==> src/rtl/mux_4to1_rr_arb.sv <==
// Four-channel data mux with a round-robin arbiter in front of it.
// A holder is preempted after HOLD_MAX grant cycles when another requester is waiting.
module mux_4to1_rr_arb #(
    parameter int n        = 8,
    parameter int HOLD_MAX = 4
) (
    input  logic         clk,
    input  logic         rst,
    input  logic [3:0]   req,
    input  logic [n-1:0] q0,
    input  logic [n-1:0] q1,
    input  logic [n-1:0] q2,
    input  logic [n-1:0] q3,
    output logic [3:0]   gnt,
    output logic [1:0]   sel,
    output logic         en,
    output logic [n-1:0] d,
    output logic         valid,
    output logic         dbg_state,
    output logic [3:0]   dbg_cnt,
    output logic [1:0]   dbg_ptr
);

    // Handshake: req[i] is a level held high while requester i wants the mux;
    // gnt[i] is the registered answer, and valid marks d as one cycle of owner data.

    typedef enum logic {IDLE = 1'b0, BUSY = 1'b1} state_t;

    localparam logic [3:0] CNT_MAX = 4'(HOLD_MAX - 1);

    state_t       r_state, w_nxt_state;
    logic [3:0]   r_gnt, w_nxt_gnt;
    logic [1:0]   r_sel, w_nxt_sel;
    logic [1:0]   r_ptr, w_nxt_ptr;
    logic [3:0]   r_cnt, w_nxt_cnt;
    logic         r_en;
    logic [n-1:0] r_d;
    logic         r_valid;
    logic [n-1:0] w_q [4];
    logic [3:0]   w_others;
    logic         w_own;
    logic [1:0]   w_win;

    // First asserted bit at base+1, base+2, base+3, base (mod 4).
    function automatic logic [1:0] f_pick(input logic [3:0] r, input logic [1:0] base);
        logic [1:0] idx;
        f_pick = base;
        for (int k = 4; k >= 1; k--) begin
            idx = base + 2'(k);
            if (r[idx]) f_pick = idx;
        end
    endfunction

    assign w_q[0]   = q0;
    assign w_q[1]   = q1;
    assign w_q[2]   = q2;
    assign w_q[3]   = q3;
    assign w_own    = req[r_sel];
    assign w_others = req & ~(4'b0001 << r_sel);

    always_comb begin
        w_nxt_state = r_state;
        w_nxt_gnt   = r_gnt;
        w_nxt_sel   = r_sel;
        w_nxt_ptr   = r_ptr;
        w_nxt_cnt   = r_cnt;
        w_win       = f_pick(req, r_ptr);
        case (r_state)
            IDLE: begin
                w_nxt_gnt = 4'b0000;
                if (req != 4'b0000) begin
                    w_nxt_state = BUSY;
                    w_nxt_gnt   = 4'b0001 << w_win;
                    w_nxt_sel   = w_win;
                    w_nxt_ptr   = w_win;
                    w_nxt_cnt   = 4'd0;
                end
            end
            BUSY: begin
                // Release takes priority over preemption; both hand off straight to the next owner.
                if (!w_own || (w_others != 4'b0000 && r_cnt == CNT_MAX)) begin
                    if (w_others != 4'b0000) begin
                        w_win     = f_pick(w_others, r_ptr);
                        w_nxt_gnt = 4'b0001 << w_win;
                        w_nxt_sel = w_win;
                        w_nxt_ptr = w_win;
                    end else begin
                        w_nxt_state = IDLE;
                        w_nxt_gnt   = 4'b0000;
                    end
                    w_nxt_cnt = 4'd0;
                end else if (r_cnt != CNT_MAX) begin
                    w_nxt_cnt = r_cnt + 4'd1;
                end
            end
            default: w_nxt_state = IDLE;
        endcase
    end

    always_ff @(posedge clk or negedge rst) begin
        if (!rst) begin
            r_state <= IDLE;
            r_gnt   <= 4'b0000;
            r_sel   <= 2'd0;
            r_ptr   <= 2'd3;
            r_cnt   <= 4'd0;
            r_en    <= 1'b0;
            r_d     <= '0;
            r_valid <= 1'b0;
        end else begin
            r_state <= w_nxt_state;
            r_gnt   <= w_nxt_gnt;
            r_sel   <= w_nxt_sel;
            r_ptr   <= w_nxt_ptr;
            r_cnt   <= w_nxt_cnt;
            r_en    <= |w_nxt_gnt;
            if (r_state == BUSY && w_own) begin
                r_d     <= w_q[r_sel];
                r_valid <= 1'b1;
            end else begin
                r_valid <= 1'b0;
            end
        end
    end

    assign gnt       = r_gnt;
    assign sel       = r_sel;
    assign en        = r_en;
    assign d         = r_d;
    assign valid     = r_valid;
    assign dbg_state = r_state;
    assign dbg_cnt   = r_cnt;
    assign dbg_ptr   = r_ptr;

endmodule

==> config.mk <==
export PLATFORM = sky130hd
export DESIGN_NAME = mux_4to1_rr_arb
export DESIGN_NICKNAME = d
export VERILOG_FILES = /design/src/rtl/mux_4to1_rr_arb.sv
export SDC_FILE = /design/constraint.sdc
export NUM_CORES = 1
export LEC_CHECK = 0
export CELL_PAD_IN_SITES_DETAIL_PLACEMENT = 0
export CELL_PAD_IN_SITES_GLOBAL_PLACEMENT = 1
export CORE_MARGIN = 1.5
export CORE_UTILIZATION = 33
export CTS_CLUSTER_DIAMETER = 200
export DETAILED_ROUTE_END_ITERATION = 6
export PLACE_DENSITY_LB_ADDON = 0.1
export SLEW_MARGIN = 10
export SYNTH_ARGS = -nofsm -noshare
export SYNTH_HDL_FRONTEND = slang
export SYNTH_SLANG_ARGS = --single-unit
==> constraint.sdc <==
create_clock -name clk -period 2 [get_ports clk]
set_input_delay 0.2 -clock clk [delete_from_list [all_inputs] [get_ports clk]]
set_output_delay 0.2 -clock clk [all_outputs]
set_load 0.05 [all_outputs]
==> summary.md <==
| Metric | Value |
|---|---|
| Status | `completed` |
| # DRC | `0` |
| Global Route Usage Sum | `0.160` |
| Dpl cells | `253` |
| Final Setup Violations | `0` |
| Type of the most critical hold path | `input port to async pin` |
| Mean post-synth cell area | `11.7 sq um` |
| GP Congestion | `0.851` |
| Yosys warns | `0` |
| Top delay family on crit path | `buffers and inverters` |
| Required @ worst endpoint | `1.80 ns` |
| CTS tree | `yes` |
| Cts bufs inserted | `3` |
| CTS resizes | `0` |
| Final HPWL DP | `3140 microns` |
| First-pass GRT wire length | `6560 microns` |
| Critical Path Fanout Max | `8` |
| Critical-path cell with the highest stage delay | `clkdlybuf4s50_1` |
| Max Transition Viols Final | `0` |
| Vias in the first global route | `1,354` |
| Initial drt markers | `31` |
| Fmax | `521 MHz` |
| CTS hold repair buffers | `0` |
| Final Power | `3.67 mW` |
| Register area share after synthesis | `0.376` |
| Drt first pass iters | `4` |
| Crit end category | `output pin` |
| Final ANT Viol Nets | `0` |
| Largest area contributor in the netlist | `dfrtp_1` |
| Clock Skews | `0.00730 ns` |
| Register Area | `583 sq um` |
| Clock sink total | `23` |
| Area grow syn2layout | `51.1%` |
| Final hold viol count | `0` |
| Post-synth EDFFs | `0` |
| Top_reg_cell synth | `dfrtp_1` |
| Final #Nets | `245` |
| Max Cap Viol | `0` |
| Leading post-synthesis cells by cell area | `dfrtp_1 (34%), mux4_2 (13%), mux2_2 (5.9%)` |
| Core footprint | `0.00441 sq mm` |
| Synth Instances | `131` |
| Htree depth | `1` |
| Wire length per cell | `15.4 microns` |
| Grt ovf | `0` |
| LEAKAGE | `0.954 nW` |
| Die X | `71.3 microns` |
| Std-Cell Rows | `24` |
| Yosys top cell area share | `0.341` |
| R2R setup slack | `0.15 ns` |
| Syn_nets | `170` |
| Top Ports | `61` |
| Worst vdd ir | `0.000863 V` |
| Share of cells above drive strength 1 | `0.283` |
| Non-filler cells, final | `257` |
| Slew margin rel. | `0.652` |
| Worst skew pair latency | `0.27 ns` |
| Cells along the critical path | `clkdlybuf4s50_1` |
| DR vias/cell | `5.33` |
| Die area | `0.00508 sq mm` |
| Post-Syn Area | `0.00154 sq mm` |
| CP Buf/Inv Count | `1` |
| Longest Clk Path Bufs | `2` |
| Ant. Diodes | `0` |
| Port bufs | `60` |
| Post-synthesis cell type count | `49` |
| Power Density | `1580 mW/mm^2` |
| Post-synthesis register bit count | `23` |
| RSZ-0062 raised after global routing | `false` |
| Worst setup SP type | `flip-flop` |
| Area of the multi-input gates | `898 sq um` |
| Clock Pin Slew Worst Setup and Hold Paths | `0.08 ns` |
| Final period utilization | `0.960` |
| # fillers | `387` |
| Initial antenna violation count | `0` |
| Crit path kind | `flip-flop to output pin` |
| Worst-Margin Slew | `0.520 ns` |
| Minimum clock period | `1.92 ns` |
| CP Data Arrival Time | `1.72 ns` |
| Crit path largest cell delay | `0.88 ns` |
| Die H | `71.3 microns` |
| Post-synth ARST share | `1.00` |
| Setup repair bufs after CTS | `0` |
| Initial Util | `0.349` |
| Final WL | `3960 microns` |
| Via count | `1,369` |
| Pin count of the biggest net entering global routing | `24` |
| Root Driver | `clkbuf_8` |
[registers in the layout, summed over array words and instances (netlist names)]
signal	cells
dbg_state	1
dbg_ptr	2
en	1
dbg_cnt	4
gnt	4
valid	1
sel	2
d	8
[cells in the final DEF, fill, tap and decap left out, types with 3 or more instances in the layout]
master / count
clkdlybuf4s50_1: 57
buf_4: 20
dfrtp_1: 17
nand2_1: 11
mux4_2: 9
nor2_1: 9
mux2_2: 8
nor2b_1: 4
o21ai_0: 4
dfrtp_2: 4
a21o_1: 3
inv_1: 3
a221oi_1: 3
nand3_1: 3
clkbuf_8: 3
[worst register-to-register path, cell delays in order (launching register included)]
cell      delay [ns]
dfrtp_2         0.50
nand2b_4        0.18
or4_4           0.47
a41oi_4         0.24
mux2_1          0.34
[cell families (layout without fill, tap and decap cells)]
logic type | after synthesis | in the layout | share of synthesized area
and+or+nand+nor | 44 | 44 | 0.172
DFF | 23 | 23 | 0.376
adders and majority gates | 1 | 1 | 0.00813
buffers and inverters | 10 | 84 | 0.0407
AOI/OAI and AO/OA | 31 | 31 | 0.176
muxes | 22 | 22 | 0.228
[cells in the mapped netlist, types with 2 or more instances]
cell type,number
mux2i_1,2
a31o_1,2
nor2b_1,4
nor2_1,9
mux2_1,2
o221ai_1,2
mux2_2,8
dfstp_2,2
nand2_1,11
a21o_1,3
a22o_1,2
and2_1,2
a21oi_1,2
buf_4,4
buf_2,2
dfrtp_1,21
a221o_1,2
a221oi_1,3
nand3_1,3
o21ai_1,2
nand2b_4,2
mux4_2,9
inv_1,3
o21ai_0,4
[power breakdown]
group / switching, mW / internal (mW)
Clock: 0.147 / 0.139
Combinational: 1.37 / 1.13
Sequential: 0.201 / 0.689
[metal layers]
layer  part of all wire  GRT usage  wire length (microns)  vias to the layer above
met5                  0          0                      0                        -
met4             0.0088     0.0419                     35                        0
met3              0.079     0.0506                    312                        4
met2               0.47      0.258                   1850                       55
met1               0.44      0.209                   1760                      658
li1                   -          -                      -                      652
[cell type report]
class / instances / area share
multi-input combinational: 98 / 0.386
sequential: 23 / 0.251
clock buffer: 3 / 0.0178
timing repair buffer: 77 / 0.310
inverter: 3 / 0.00484
tap: 52 / 0.0280
clock inverter: 1 / 0.00215
[worst paths after layout]
| kind | startpoint | to | cells past startpoint |
|---|---|---|---|
| hold reg to reg | d[0] | d[0] | 1 |
| setup / recovery | dbg_state | dbg_state | 1 |
| max in group asynchronous | rst | dbg_ptr[1] | 2 |
| hold / removal | rst | d[4] | 2 |
| setup reg to reg | sel[0] | sel[1] | 4 |
| min in group clk | d[0] | d[0] | 1 |
[metrics by stage]
stage               hold slack, ns  setup WS, ns  utilization  instance area (sq um)  TNS [ns]
floorplan                  -0.0956        0.0288            -                   1540         0
global placement             0.487       -0.0506        0.516                   2280    -0.176
detailed placement           0.492       -0.0942        0.516                   2280    -0.600
CTS                          0.287        0.0599        0.527                   2320         0
global route                 0.322        0.0155        0.527                   2320         0
finish                       0.282        0.0809        0.527                   2320         0
Power figures use the tool's default switching activity.
